## config.mk

```make
export PLATFORM = sky130hd
export DESIGN_NAME = alu_seq
export DESIGN_NICKNAME = d
export VERILOG_FILES = /design/src/rtl/alu_pkg.sv /design/src/rtl/alu_shift_mul.sv /design/src/rtl/alu_seq.sv
export SDC_FILE = /design/constraint.sdc
export NUM_CORES = 1
export LEC_CHECK = 0
export CELL_PAD_IN_SITES_DETAIL_PLACEMENT = 0
export CELL_PAD_IN_SITES_GLOBAL_PLACEMENT = 1
export CORE_ASPECT_RATIO = 0.7
export CORE_MARGIN = 5
export CORE_UTILIZATION = 42
export CTS_CLUSTER_DIAMETER = 200
export DETAILED_ROUTE_END_ITERATION = 8
export PLACE_DENSITY_LB_ADDON = 0.25
export SKIP_LAST_GASP = 1
export SLEW_MARGIN = 20
export SYNTH_ARGS = -nofsm -noshare
export SYNTH_HDL_FRONTEND = slang
export SYNTH_HIERARCHICAL = 1
export SYNTH_SLANG_ARGS = --single-unit
```

## constraint.sdc

```tcl
create_clock -name clk -period 4.05 [get_ports clk]
set_clock_uncertainty 0.05 [all_clocks]
set_input_delay 0.405 -clock clk [delete_from_list [all_inputs] [get_ports clk]]
set_output_delay 0.405 -clock clk [all_outputs]
set_load 0.02 [all_outputs]
```

## src/rtl/alu_pkg.sv

```systemverilog
// Shared opcode map and FSM state encoding for the sequential ALU.
package alu_pkg;

  localparam logic [2:0] OP_NOT = 3'b000;
  localparam logic [2:0] OP_OR  = 3'b001;
  localparam logic [2:0] OP_XOR = 3'b010;
  localparam logic [2:0] OP_AND = 3'b011;
  localparam logic [2:0] OP_MUL = 3'b100;
  localparam logic [2:0] OP_ADD = 3'b101;
  localparam logic [2:0] OP_SUB = 3'b110;
  localparam logic [2:0] OP_RSV = 3'b111;

  typedef enum logic [1:0] {
    ST_IDLE = 2'b00,
    ST_MUL  = 2'b01,
    ST_DONE = 2'b10
  } alu_state_t;

endpackage

```

## src/rtl/alu_shift_mul.sv

```systemverilog
// Iterative unsigned shift-add multiplier: one partial product per cycle, H cycles per product.
module alu_shift_mul #(
  parameter int H = 4
) (
  input  logic           clk,
  input  logic           rst,
  input  logic           start,
  input  logic [H-1:0]   a,
  input  logic [H-1:0]   b,
  output logic           busy,
  output logic           done,
  output logic [2*H-1:0] product
);

  localparam int CW = (H > 1) ? $clog2(H) : 1;

  logic [2*H-1:0] r_mcand;
  logic [H-1:0]   r_mplier;
  logic [2*H-1:0] r_accum;
  logic [CW-1:0]  r_count;
  logic           r_busy;
  logic [2*H-1:0] w_partial;
  logic [2*H-1:0] w_accumNext;

  // product reflects the step being taken this cycle, so the owner can capture it on the final step
  assign w_partial   = r_mplier[0] ? r_mcand : '0;
  assign w_accumNext = r_accum + w_partial;
  assign product     = w_accumNext;
  assign busy        = r_busy;
  assign done        = r_busy && (r_count == CW'(H - 1));

  always_ff @(posedge clk) begin
    if (rst) begin
      r_mcand  <= '0;
      r_mplier <= '0;
      r_accum  <= '0;
      r_count  <= '0;
      r_busy   <= 1'b0;
    end else if (start) begin
      r_mcand  <= {{H{1'b0}}, a};
      r_mplier <= b;
      r_accum  <= '0;
      r_count  <= '0;
      r_busy   <= 1'b1;
    end else if (r_busy) begin
      r_accum  <= w_accumNext;
      r_mcand  <= r_mcand << 1;
      r_mplier <= r_mplier >> 1;
      r_count  <= r_count + 1'b1;
      if (done) r_busy <= 1'b0;
    end
  end

endmodule

```

## src/rtl/alu_seq.sv

```systemverilog
// Sequential WIDTH-bit ALU with valid/ready handshakes, registered result and status flags.
module alu_seq
  import alu_pkg::*;
#(
  parameter int WIDTH = 8
) (
  input  logic             clk,
  input  logic             rst,
  input  logic             in_valid,
  output logic             in_ready,
  input  logic [WIDTH-1:0] a,
  input  logic [WIDTH-1:0] b,
  input  logic [2:0]       opcode,
  output logic             out_valid,
  input  logic             out_ready,
  output logic [WIDTH-1:0] result,
  output logic             flag_z,
  output logic             flag_n,
  output logic             flag_c,
  output logic             flag_v
);

  localparam int H = WIDTH / 2;

  alu_state_t       r_state;
  alu_state_t       w_nextState;
  logic [WIDTH-1:0] r_result;
  logic             r_z, r_n, r_c, r_v;

  logic [WIDTH:0]   w_sum;
  logic [WIDTH:0]   w_diff;
  logic             w_load;
  logic [WIDTH-1:0] w_result;
  logic             w_c, w_v;
  logic             w_mulStart;
  logic             w_mulBusy;
  logic             w_mulDone;
  logic [WIDTH-1:0] w_mulProduct;

  alu_shift_mul #(.H(H)) u_mul (
    .clk     (clk),
    .rst     (rst),
    .start   (w_mulStart),
    .a       (a[H-1:0]),
    .b       (b[H-1:0]),
    .busy    (w_mulBusy),
    .done    (w_mulDone),
    .product (w_mulProduct)
  );

  // The extra top bit of the difference is the unsigned borrow
  assign w_sum  = {1'b0, a} + {1'b0, b};
  assign w_diff = {1'b0, a} - {1'b0, b};

  always_comb begin
    w_nextState = r_state;
    w_load      = 1'b0;
    w_result    = '0;
    w_c         = 1'b0;
    w_v         = 1'b0;
    w_mulStart  = 1'b0;
    case (r_state)
      ST_IDLE: begin
        if (in_valid) begin
          if (opcode == OP_MUL) begin
            w_mulStart  = 1'b1;
            w_nextState = ST_MUL;
          end else begin
            w_load      = 1'b1;
            w_nextState = ST_DONE;
            case (opcode)
              OP_NOT: w_result = ~a;
              OP_OR:  w_result = a | b;
              OP_XOR: w_result = a ^ b;
              OP_AND: w_result = a & b;
              OP_ADD: begin
                w_result = w_sum[WIDTH-1:0];
                w_c      = w_sum[WIDTH];
                w_v      = (a[WIDTH-1] == b[WIDTH-1]) && (w_sum[WIDTH-1] != a[WIDTH-1]);
              end
              OP_SUB: begin
                w_result = w_diff[WIDTH-1:0];
                w_c      = w_diff[WIDTH];
                w_v      = (a[WIDTH-1] != b[WIDTH-1]) && (w_diff[WIDTH-1] != a[WIDTH-1]);
              end
              default: w_result = '0;
            endcase
          end
        end
      end
      ST_MUL: begin
        if (w_mulDone) begin
          w_load      = 1'b1;
          w_result    = w_mulProduct;
          w_nextState = ST_DONE;
        end else if (!w_mulBusy) begin
          w_nextState = ST_IDLE;
        end
      end
      ST_DONE: begin
        if (out_ready) w_nextState = ST_IDLE;
      end
      default: w_nextState = ST_IDLE;
    endcase
  end

  always_ff @(posedge clk) begin
    if (rst) begin
      r_state  <= ST_IDLE;
      r_result <= '0;
      r_z      <= 1'b0;
      r_n      <= 1'b0;
      r_c      <= 1'b0;
      r_v      <= 1'b0;
    end else begin
      r_state <= w_nextState;
      if (w_load) begin
        r_result <= w_result;
        r_z      <= (w_result == '0);
        r_n      <= w_result[WIDTH-1];
        r_c      <= w_c;
        r_v      <= w_v;
      end
    end
  end

  assign in_ready  = (r_state == ST_IDLE);
  assign out_valid = (r_state == ST_DONE);
  assign result    = r_result;
  assign flag_z    = r_z;
  assign flag_n    = r_n;
  assign flag_c    = r_c;
  assign flag_v    = r_v;

endmodule

```

# Yosys cells after proc, flatten, opt, wreduce, memory -nomap -nowiden
# Index checks and enable logic that the tools add are counted.
[classes]
addsub = 4
eq_ne = 16
reduce_logical = 9
bitwise = 4
muxes = 34
[op_table]
columns = ["operator", "count"]
rows = [
  ["8-bit one-hot mux with 6 select lines", 1],
  ["8-bit 2-to-1 mux", 4],
  ["4-bit 2-to-1 mux", 4],
  ["8-bit one-hot mux with 2 select lines", 1],
  ["1-bit 2-to-1 mux", 15],
  ["2-bit 2-to-1 mux", 5],
  ["8-bit by 8-bit adder with 9-bit output", 1],
  ["3-bit == test, second input constant", 3],
  ["8-bit by 8-bit subtractor with 9-bit output", 1],
  ["8-bit adder", 1],
  ["8-bit AND", 1],
  ["8-bit zero test", 1],
  ["8-bit inverter", 1],
  ["8-bit bitwise OR", 1],
  ["8-bit bitwise XOR", 1],
  ["3-bit by 2-bit == test with 1-bit output, second input constant", 2],
  ["1-bit one-hot mux with 2 select lines", 3],
  ["2-bit one-hot mux with 3 select lines", 1],
  ["2-bit == test, second input constant", 2],
  ["3-bit by 1-bit == test with 1-bit output, second input constant", 1],
  ["1-bit logical AND", 3],
  ["3-bit zero test", 1],
  ["1-bit != test", 3],
  ["3-bit by 2-bit != test with 1-bit output, second input constant", 1],
  ["9 further kinds", 9],
]
[totals]
inputBits = 23
reg_bits = 37
wordCells = 79
output_inout_bits = 14

# Depth between registers and ports, before layout
# Gate-level depths: netlist of the first run.
[logic_depth]
depth_word = 7
mapped_depth = 14
mapped_depth_nobuf = 14

# By module
# Netlist of the first run, hierarchy kept.
[by_module_without_submodules]
columns = ["mod", "area_per_inst_um2", "seq_area_each_um2", "cells_per_inst", "instances"]
rows = [
  ["alu_seq", 1848.0, 260.2, 245, 1],
  ["alu_shift_mul", 1326.3, 460.4, 154, 1],
]

# Worst setup path before layout of the first run
# Ideal clock, no wire load.
[synth_timing]
path_kind = "register -> register"
from = "register u_mul.r_mplier[0]"
to = "register r_z (netlist: flag_z)"
slack_ns = 1.156
stages_incl_launch_ff = 15
synth_period_minus_slack_ns = 2.894
n_path_buf = 0
t_arrival_ns = 2.782
setup_ns = 0.061
required_ns = 3.939
cell_sequence = "dfxtp_1 > and2_1 > ha_1 > inv_1 > fa_1 > nor2b_1 > o21ai_1 > a21oi_1 > a211oi_1 > xnor2_1 > or3_1 > a21oi_1 > nand4_1 > a2111oi_2 > a32o_1"
[synth_between]
elab_chain_cells = 5
[synth_lines]
columns = ["element", "line_no", "text"]
rows = [
  ["from (decl)", "alu_shift_mul.sv:18", "logic [H-1:0] r_mplier;"],
  ["from (signal assigned)", "alu_shift_mul.sv:48", "r_mplier <= r_mplier >> 1;"],
  ["8-bit 2-to-1 mux", "alu_shift_mul.sv:26", "assign w_partial = r_mplier[0] ? r_mcand : '0;"],
  ["8-bit adder", "alu_shift_mul.sv:27", "assign w_accumNext = r_accum + w_partial;"],
  ["via w_mulProduct[6]", "alu_seq.sv:38", "logic [WIDTH-1:0] w_mulProduct;"],
  ["8-bit 2-to-1 mux", "alu_seq.sv:92", "if (w_mulDone) begin"],
  ["8-bit one-hot mux with 2 select lines", "alu_seq.sv:62", "case (r_state)"],
  ["8-bit zero test", "alu_seq.sv:119", "r_z <= (w_result == '0);"],
  ["to (signal assigned)", "alu_seq.sv:119", ""],
  ["to (decl)", "alu_seq.sv:28", "logic r_z, r_n, r_c, r_v;"],
]
# The timed path passes the listed nets, and every way through them passes these cells.
# A chain may end at the register's enable or synchronous reset.

# Final worst setup path of the first run
# Ends and elaborated chain as after synthesis.

==> results of run 1 <==
## routing by layer
metal / up-vias / wire, um / global-route usage (%)
li1: 1482 / - / -
met1: 1412 / 4390 / 28.4
met2: 92 / 3400 / 26.7
met3: 8 / 662 / 4.44
met4: 0 / 57 / 3.32
met5: - / 0 / 0
## worst paths after layout
check,slack [ns],end,startpoint,depth (start not counted)
setup / recovery,0.84,flag_z$_SDFFE_PP0P_,u_mul/r_mplier[0]$_SDFFE_PP0P_,14
setup reg to reg,0.84,flag_z$_SDFFE_PP0P_,u_mul/r_mplier[0]$_SDFFE_PP0P_,14
hold reg to reg,0.40,flag_v$_SDFFE_PP0P_,flag_v$_SDFFE_PP0P_,2
hold / removal,0.40,flag_v$_SDFFE_PP0P_,flag_v$_SDFFE_PP0P_,2
## worst max-delay path, delay by kind of cell, from the launching register on
family | cells | cell delay (ns)
flops | 1 | 0.46
compound gates | 6 | 1.04
fa+ha+maj | 2 | 0.62
buf+inv | 1 | 0.08
xor+xnor | 1 | 0.16
simple gates | 4 | 0.75
## cell usage in the layout (no fill, tap or decap), types with 3 or more instances in the layout
cell type	n
a211oi_1	10
a211oi_2	3
a21o_1	3
a21oi_1	36
a31oi_1	5
a32oi_1	3
and2_1	6
buf_4	7
clkbuf_8	6
clkdlybuf4s50_1	36
dfxtp_1	36
fa_1	3
ha_1	32
inv_1	36
mux2i_1	15
mux4_2	3
nand2_1	20
nand2b_1	3
nand3_1	6
nand4_1	3
nor2_1	52
nor2b_1	6
nor3_1	10
nor3b_1	4
o211ai_1	9
o21ai_0	7
o21ai_1	4
o221ai_1	3
or2_2	3
or3_1	4
xnor2_1	10
## cells by family (layout without fill, tap and decap cells)
group / after synthesis / count (layout) / synth area share [%]
AND/OR/NAND/NOR: 130 / 130 / 19.9
adder cells (fa/ha/maj): 35 / 35 / 14.5
AO/OA/AOI/OAI: 111 / 111 / 24.7
buffers and inverters: 57 / 88 / 7.80
multiplexers: 18 / 18 / 6.86
flip-flops: 36 / 36 / 22.7
XOR/XNOR: 12 / 12 / 3.55
## flip-flops by register name, summed over array words and instances, names as in the netlist
| name | cells |
|---|---|
| flag_c | 1 |
| u_mul/r_count | 2 |
| u_mul/r_mplier | 4 |
| flag_z | 1 |
| u_mul/r_accum | 8 |
| r_state | 2 |
| result | 8 |
| flag_v | 1 |
| u_mul/busy | 1 |
| u_mul/r_mcand | 8 |
## power breakdown
part           total [mW]  internal [mW]  switching [mW]
combinational       0.273          0.116           0.157
clock               0.271          0.138           0.133
sequential          0.373          0.365         0.00815
total               0.917          0.619           0.298
## final cells by class
class | instances | area (um2) | area share [%]
sequential | 36 | 721 | 19.5
clock buffer | 7 | 86.3 | 2.33
tap | 98 | 123 | 3.31
clock inverter | 1 | 7.51 | 0.203
timing repair buffer | 43 | 413 | 11.2
multi-input combinational | 306 | 2210 | 59.8
inverter | 37 | 139 | 3.75
==> run summary, run 1 <==
Run status = finished, final reports clean
Startpoint Class = register
Most used DFF post-synth = dfxtp_1
Clk root buf = clkbuf_8
Overall Power = 917 uW
H-tree Lvls = 2
Synth warn = 6
P_leak = 1.48 nW
CTS tree = yes
IO Port Bufs = 36
Library cells used by synthesis = 64
Post-CTS setup buffers = 0
Core Region = 7320 um2
Vias in the first global route = 2752
DR iter-0 viols = 226
CP Capture Type = register
Die footprint = 9420 um2
Worst vdd ir = 0.137 mV
Layout cells sized above 1 = 8.14%
Worst slack at placement = 0.670 ns
Worst Path Class, Setup = register to register
Worst slew pin tran = 0.758 ns
Yosys top cell area share = 22.7%
TritonCTS Buffers = 5
Max Cap Violations = 0
Final Critical Period = 3.21 ns
Fin crit share = 79.2%
Fill cells = 723
DR vias/cell = 5.67
Synth Net Count = 457
Top post-synthesis cells by area = dfxtp_1 23%, ha_1 13%, nor2_1 6.1%, a21oi_1 5.7%, mux2i_1 4.7%
Post-synth EDFFs = 0
Global-route wire length before repair = 14.0 mm
Worst rel slew slack = 49.3%
Quantity of hold-fixing buffers added after cts = 0
Crit path largest cell delay = 0.46 ns
Clk_lat worst skew = 0.29 ns
Area after DPL = 3610 um2
Routed via count = 2994
Final antenna-violating net count = 0
Placer Congestion = 0.854
Starting Density = 43.4%
Sequential area share after synthesis = 22.7%
CP max stage cell = dfxtp_1
Avg Inst Size Synth = 7.96 um2
Routed WL = 8.51 mm
Async S/R FF share, synth = 0%
1st-pass router iterations = 4
Worst min-delay path category = register to register
Crit-path max FO = 9
Syn Std Cell Area = 3170 um2
CTS resizes = 0
Final worst slack = 0.842 ns
Row Count = 26
Worst-path cell chain = and2_1 > ha_1 > inv_1 > fa_1 > nor2b_1 > o21ai_1 > a21oi_1 > a211oi_1 > xnor2_1 > or3_1 > a21oi_1 > nand4_1 > a2111oi_2 > a32o_1
Grt total ovfl = 0
Setup-failing EPs final = 0
Post-layout util = 50.5%
Slew Viols, Final = 0
Final HPWL DP = 6.79 mm
#FFs+latches synth = 36
Largest net degree at the start of global routing = 25
Chip Width = 114 um
GRT Total Usage = 18.7%
PD cells = 248 nW/um2
CTS max path bufs = 2
Sink Count = 36
Initial antenna violation count = 0
Crit path top cell by count = a21oi_1
Post-route cell area = 3700 um2
Drt drc = 0
Antenna cell count = 0
Die height = 82.7 um
Final hold slack = 0.405 ns
Clock-pin slew of the registers on the worst-case setup and hold paths = 0.08 ns
Achievable Freq = 312 MHz
Cell taking the most area after synthesis = dfxtp_1
Layout Nets = 487
Setup TNS = 0 ns
Most instantiated library cell after synthesis = nor2_1
Commonest cells post-synth = 52 x nor2_1, 36 x a21oi_1, 36 x dfxtp_1, 36 x inv_1, 32 x ha_1
Top-Level Pins = 37
Synth Instances = 399
Avg WL per Cell = 16.1 um
Finished Layout Cells = 528
Post-synthesis to final-layout area growth = 16.6%
WP data arrival = 3.39 ns
Crit path required time = 4.23 ns
RSZ-0062 raised after global routing = no
Hold Vio Cnt, Final = 0
Placed cells = 520
Note: power is estimated with default switching activity, not from simulation.
==> inputs of run 2 (changes only) <==
Clock period 4.05 ns to 3.2 ns, I/O delays scaled along.
==> run summary, run 2 (same netlist as run 1, synthesis figures left out) <==
Run status = finished, final reports clean
Overall Power = 1.23 mW
WP data arrival = 3.14 ns
Initial antenna violation count = 0
PD cells = 322 nW/um2
Switching fraction of total power = 30.8%
Crit path largest cell delay = 0.38 ns
Row Count = 26
Routed via count = 2976
CP Capture Type = register
Clock power share = 32.5%
Die height = 82.7 um
Clk_lat worst skew = 0.29 ns
Worst min-delay path category = register to register
1st-pass router iterations = 5
Routed WL = 8.55 mm
Global-route wire length before repair = 14.1 mm
Layout Nets = 501
Commonest cells after routing, fill and taps aside = 52 x nor2_1, 36 x inv_1, 36 x a21oi_1, 36 x dfxtp_1, 36 x clkdlybuf4s50_1
Switching Power = 378 uW
Post-CTS setup buffers = 0
Final HPWL DP = 6.88 mm
Worst-path cell chain = buf_4 > nand2_1 > inv_1 > ha_1 > a211oi_2 > o21ai_1 > a21oi_2 > xnor2_1 > or3_1 > a21oi_1 > nand4_1 > a2111oi_2 > a32o_1
Vias in the first global route = 2781
Critical path buffers and inverters = 2
Sink Count = 36
Worst slew pin tran = 0.676 ns
Fin crit share = 92.4%
Antenna cell count = 0
Quantity of hold-fixing buffers added after cts = 0
H-tree Lvls = 2
Post-synthesis to final-layout area growth = 20.4%
Internal Power = 850 uW
IO Port Bufs = 36
Worst vdd ir = 0.165 mV
CTS max path bufs = 2
Grt total ovfl = 0
Die footprint = 9420 um2
CP max stage cell = or3_1
Most common cell after layout, fill and taps aside = nor2_1
DR vias/cell = 5.49
RSZ-0062 raised after global routing = no
Setup-failing EPs final = 0
Worst Path Class, Setup = register to register
Largest net degree at the start of global routing = 25
Drt drc = 0
DR iter-0 viols = 215
Final antenna-violating net count = 0
Core Region = 7320 um2
Top-Level Pins = 37
Starting Density = 43.4%
Clock-pin slew of the registers on the worst-case setup and hold paths = 0.08 ns
Crit path required time = 3.38 ns
Reg power frac = 38.3%
Critical path's top delay family = compound AO/OA/AOI/OAI gates
Combinational power share = 29.1%
Max Cap Violations = 0
Placer Congestion = 0.903
Chip Width = 114 um
Avg WL per Cell = 15.8 um
Crit-path max FO = 8
Layout cells sized above 1 = 11.3%
Worst rel slew slack = 54.7%
GRT Total Usage = 18.7%
Setup TNS = 0 ns
Clk root buf = clkbuf_8
Hold Vio Cnt, Final = 0
TritonCTS Buffers = 5
Final Critical Period = 2.96 ns
P_leak = 1.55 nW
Slew Viols, Final = 0
CTS tree = yes
Startpoint Class = register
Achievable Freq = 338 MHz
## run 2: cell count changes in the layout (fill, tap and decap cells not counted)
cell / change
buf_4: +14
bufinv_16: +1
clkbuf_8: -1
clkinv_2: +1
clkinvlp_4: -1
ha_1: -1
ha_2: +1
## run 2: final cells by class
class	count	area, um2
repair buffers	57	518
clock buffers	6	72.6
well taps	98	123
fillers	726	3500
multi-input cells	306	2210
flip-flops and latches	36	721
inverters	37	139
clock inverters	2	35.0
## run 2: path summary, 6_finish.rpt
kind                            slack, ns             endpoint                            from  cells past startpoint
worst max-delay path                 0.24  flag_z$_SDFFE_PP0P_  u_mul/r_mplier[0]$_SDFFE_PP0P_                     13
worst min-delay path                 0.41  flag_c$_SDFFE_PP0P_             flag_c$_SDFFE_PP0P_                      2
worst max register to register       0.24  flag_z$_SDFFE_PP0P_  u_mul/r_mplier[0]$_SDFFE_PP0P_                     13
worst min register to register       0.41  flag_c$_SDFFE_PP0P_             flag_c$_SDFFE_PP0P_                      2
## run 2: metrics by stage
| step | hold WS, ns | setup WS (ns) | cell area (um2) | utilization (%) | cells |
|---|---|---|---|---|---|
| 6_report | 0.407 | 0.245 | 3820 | 52.2 | 542 |
| 5_1_grt | 0.432 | 0.0286 | 3820 | 52.2 | 542 |
| 4_1_cts | 0.415 | 0.133 | 3820 | 52.2 | 542 |
| 3_5_place_dp | 0.403 | 0.112 | 3710 | 50.7 | 534 |
| 3_3_place_gp | 0.390 | 0.0988 | 3710 | 50.7 | 534 |
| 2_1_floorplan | 0.347 | 0.306 | 3170 | - | 399 |
## run 2: metal layers
layer  GRT usage, %  wire length (um)  vias up
met5              0                 0        -
met4           2.85                51        0
met3           2.99               542        8
met2           26.6              3350       81
met1           29.7              4610     1379
li1               -                 -     1508
## run 2: worst min-delay path, delay by kind of cell (launching register included)
kind | cells | cell delay, ns
DFF | 1 | 0.31
and+or+nand+nor | 1 | 0.05
AOI/OAI and AO/OA | 1 | 0.05
## run 2: power groups by stage
stage | sequential (mW) | combinational (mW) | clock (mW)
floorplan | 0.490 | 0.211 | 0
global placement | 0.482 | 0.351 | 0
detailed placement | 0.482 | 0.352 | 0
CTS | 0.471 | 0.355 | 0.410
global route | 0.473 | 0.390 | 0.433
finish | 0.471 | 0.358 | 0.400
## run 2: repair_timing
item	CTS	global route
hold endpoints to repair	0	0
endpoints found under the setup margin	0	1
gates resized for setup	0	1
==> inputs of run 3 (changes only) <==
Settings changed: PLACE_DENSITY_LB_ADDON 0.25 to 0.1.
==> run summary, run 3 (same netlist as run 1, synthesis figures left out) <==
Die footprint = 9420 um2
Crit path largest cell delay = 0.37 ns
RSZ-0062 raised after global routing = no
Crit Reg-Reg Startpoint = u_mul/r_mplier[0]$_SDFFE_PP0P_
Switching fraction of total power = 33.3%
Worst slack at placement = 0.113 ns
Core Region = 7320 um2
Max Cap Violations = 0
Layout Nets = 502
Hold Vio Cnt, Final = 0
Critical path buffers and inverters = 2
Final antenna-violating net count = 0
Placer Congestion = 0.942
Grt total ovfl = 0
Sink Count = 36
Clk root buf = clkbuf_8
Worst slew pin tran = 0.451 ns
CTS max path bufs = 2
WP data arrival = 3.06 ns
Largest net degree at the start of global routing = 25
Drt drc = 0
Clock power share = 28.6%
CTS resizes = 0
Crit-path max FO = 8
Worst R2R Path Depth = 13
Slew Viols, Final = 0
Final Critical Period = 2.86 ns
Layout cells sized above 1 = 12.1%
Clock-pin slew of the registers on the worst-case setup and hold paths = 0.08 ns
Worst vdd ir = 0.161 mV
IO Port Bufs = 36
P_leak = 1.55 nW
Starting Density = 43.4%
Run status = finished, final reports clean
Routed via count = 2942
Fill cells = 756
Internal Power = 772 uW
Switching Power = 385 uW
CP Capture Type = register
Setup-failing EPs final = 0
Antenna cell count = 0
Worst rel slew slack = 69.8%
Reg power frac = 40.7%
Hold depth = 2
Worst min-delay path category = register to register
Routed WL = 8.35 mm
CTS tree = yes
Achievable Freq = 349 MHz
Final worst slack = 0.335 ns
Worst Path Class, Setup = register to register
Row Count = 26
Setup TNS = 0 ns
Critical path's top delay family = compound AO/OA/AOI/OAI gates
Most common cell after layout, fill and taps aside = nor2_1
Global-route wire length before repair = 13.9 mm
Crit path required time = 3.39 ns
Startpoint Class = register
Initial antenna violation count = 0
TritonCTS Buffers = 5
Post-CTS setup buffers = 0
Reg2Reg Setup Slack = 0.34 ns
Post-synthesis to final-layout area growth = 20.2%
HP Start = flag_v$_SDFFE_PP0P_
Worst Hold Endpoint = flag_v$_SDFFE_PP0P_
Combinational power share = 30.7%
Worst r2r dst = flag_z$_SDFFE_PP0P_
Post-layout util = 52.1%
Final HPWL DP = 6.80 mm
DR iter-0 viols = 158
Fin crit share = 89.5%
PD cells = 303 nW/um2
GRT Total Usage = 18.5%
Quantity of hold-fixing buffers added after cts = 0
Chip Width = 114 um
H-tree Lvls = 2
Die height = 82.7 um
Commonest cells after routing, fill and taps aside = 52 x nor2_1, 36 x inv_1, 36 x a21oi_1, 36 x dfxtp_1, 36 x clkdlybuf4s50_1
Worst-path cell chain = buf_4 > nand2_1 > inv_1 > ha_1 > a211oi_2 > o21ai_1 > a21oi_2 > xnor2_1 > or3_1 > a21oi_1 > nand4_1 > a2111oi_2 > a32o_1
Vias in the first global route = 2723
Top-Level Pins = 37
CP max stage cell = or3_1
Clk_lat worst skew = 0.29 ns
1st-pass router iterations = 4
DR vias/cell = 5.42
Avg WL per Cell = 15.4 um
==> run 3: changes by cell type in the layout (fill, tap and decap cells not counted), sizes merged <==
| cell | delta |
|---|---|
| buf | +1 |
| bufinv | -1 |
| clkinv | +2 |
| clkbuf | -1 |
==> run 3: worst reg2reg max path, delay by kind of cell, from the launching register on <==
kind            cells  cell delay (ns)
compound gates      6             1.20
fa+ha+maj           1             0.32
simple gates        3             0.61
buf+inv             2             0.21
flops               1             0.31
xor+xnor            1             0.11
==> run 3: cell type report <==
type                       instances  area (um2)  share of cell area [%]
timing repair buffer              58         526                    13.8
tap                               98         123                    3.21
inverter                          37         139                    3.64
sequential                        36         721                    18.9
clock buffer                       5        68.8                    1.80
clock inverter                     3        18.8                   0.492
multi-input combinational        306        2220                    58.2
==> run 3: layer usage <==
layer  part of all wire [%]  track usage, %  wire, um  up-vias
li1                       -               -         -     1516
met1                     54            28.3      4470     1349
met2                     39            26.9      3230       75
met3                    7.5            4.08       625        2
met4                   0.23            2.49        19        0
met5                      0               0         0        -
==> run 3: power by group through the flow <==
stage / clock [mW] / combinational, mW / sequential [mW]
3_5_place_dp: 0 / 0.353 / 0.482
2_1_floorplan: 0 / 0.211 / 0.490
4_1_cts: 0.341 / 0.355 / 0.471
6_report: 0.331 / 0.355 / 0.471
5_1_grt: 0.359 / 0.390 / 0.473
3_3_place_gp: 0 / 0.353 / 0.482
==> run 3: worst max-delay path by stage <==
stage          cells after the start             endpoint                            from
3_3_place_gp                      10  flag_z$_SDFFE_PP0P_                            a[0]
2_1_floorplan                     14  flag_z$_SDFFE_PP0P_  u_mul/r_mplier[0]$_SDFFE_PP0P_
4_1_cts                           14  flag_z$_SDFFE_PP0P_   u_mul/r_mcand[0]$_SDFFE_PP0P_
6_report                          13  flag_z$_SDFFE_PP0P_  u_mul/r_mplier[0]$_SDFFE_PP0P_
5_1_grt                           14  flag_z$_SDFFE_PP0P_   u_mul/r_mcand[0]$_SDFFE_PP0P_
3_5_place_dp                      10  flag_z$_SDFFE_PP0P_                            a[0]
==> run 3: through the flow <==
| step | hold WS [ns] | cell area (um2) | instances | total power, mW |
|---|---|---|---|---|
| final | 0.404 | 3810 | 543 | 1.16 |
| after global routing | 0.435 | 3810 | 543 | 1.22 |
| after CTS | 0.408 | 3810 | 543 | 1.17 |
| after detailed placement | 0.397 | 3720 | 535 | 0.834 |
| after global placement | 0.390 | 3720 | 535 | 0.835 |
| after floorplan | 0.347 | 3170 | 399 | 0.701 |
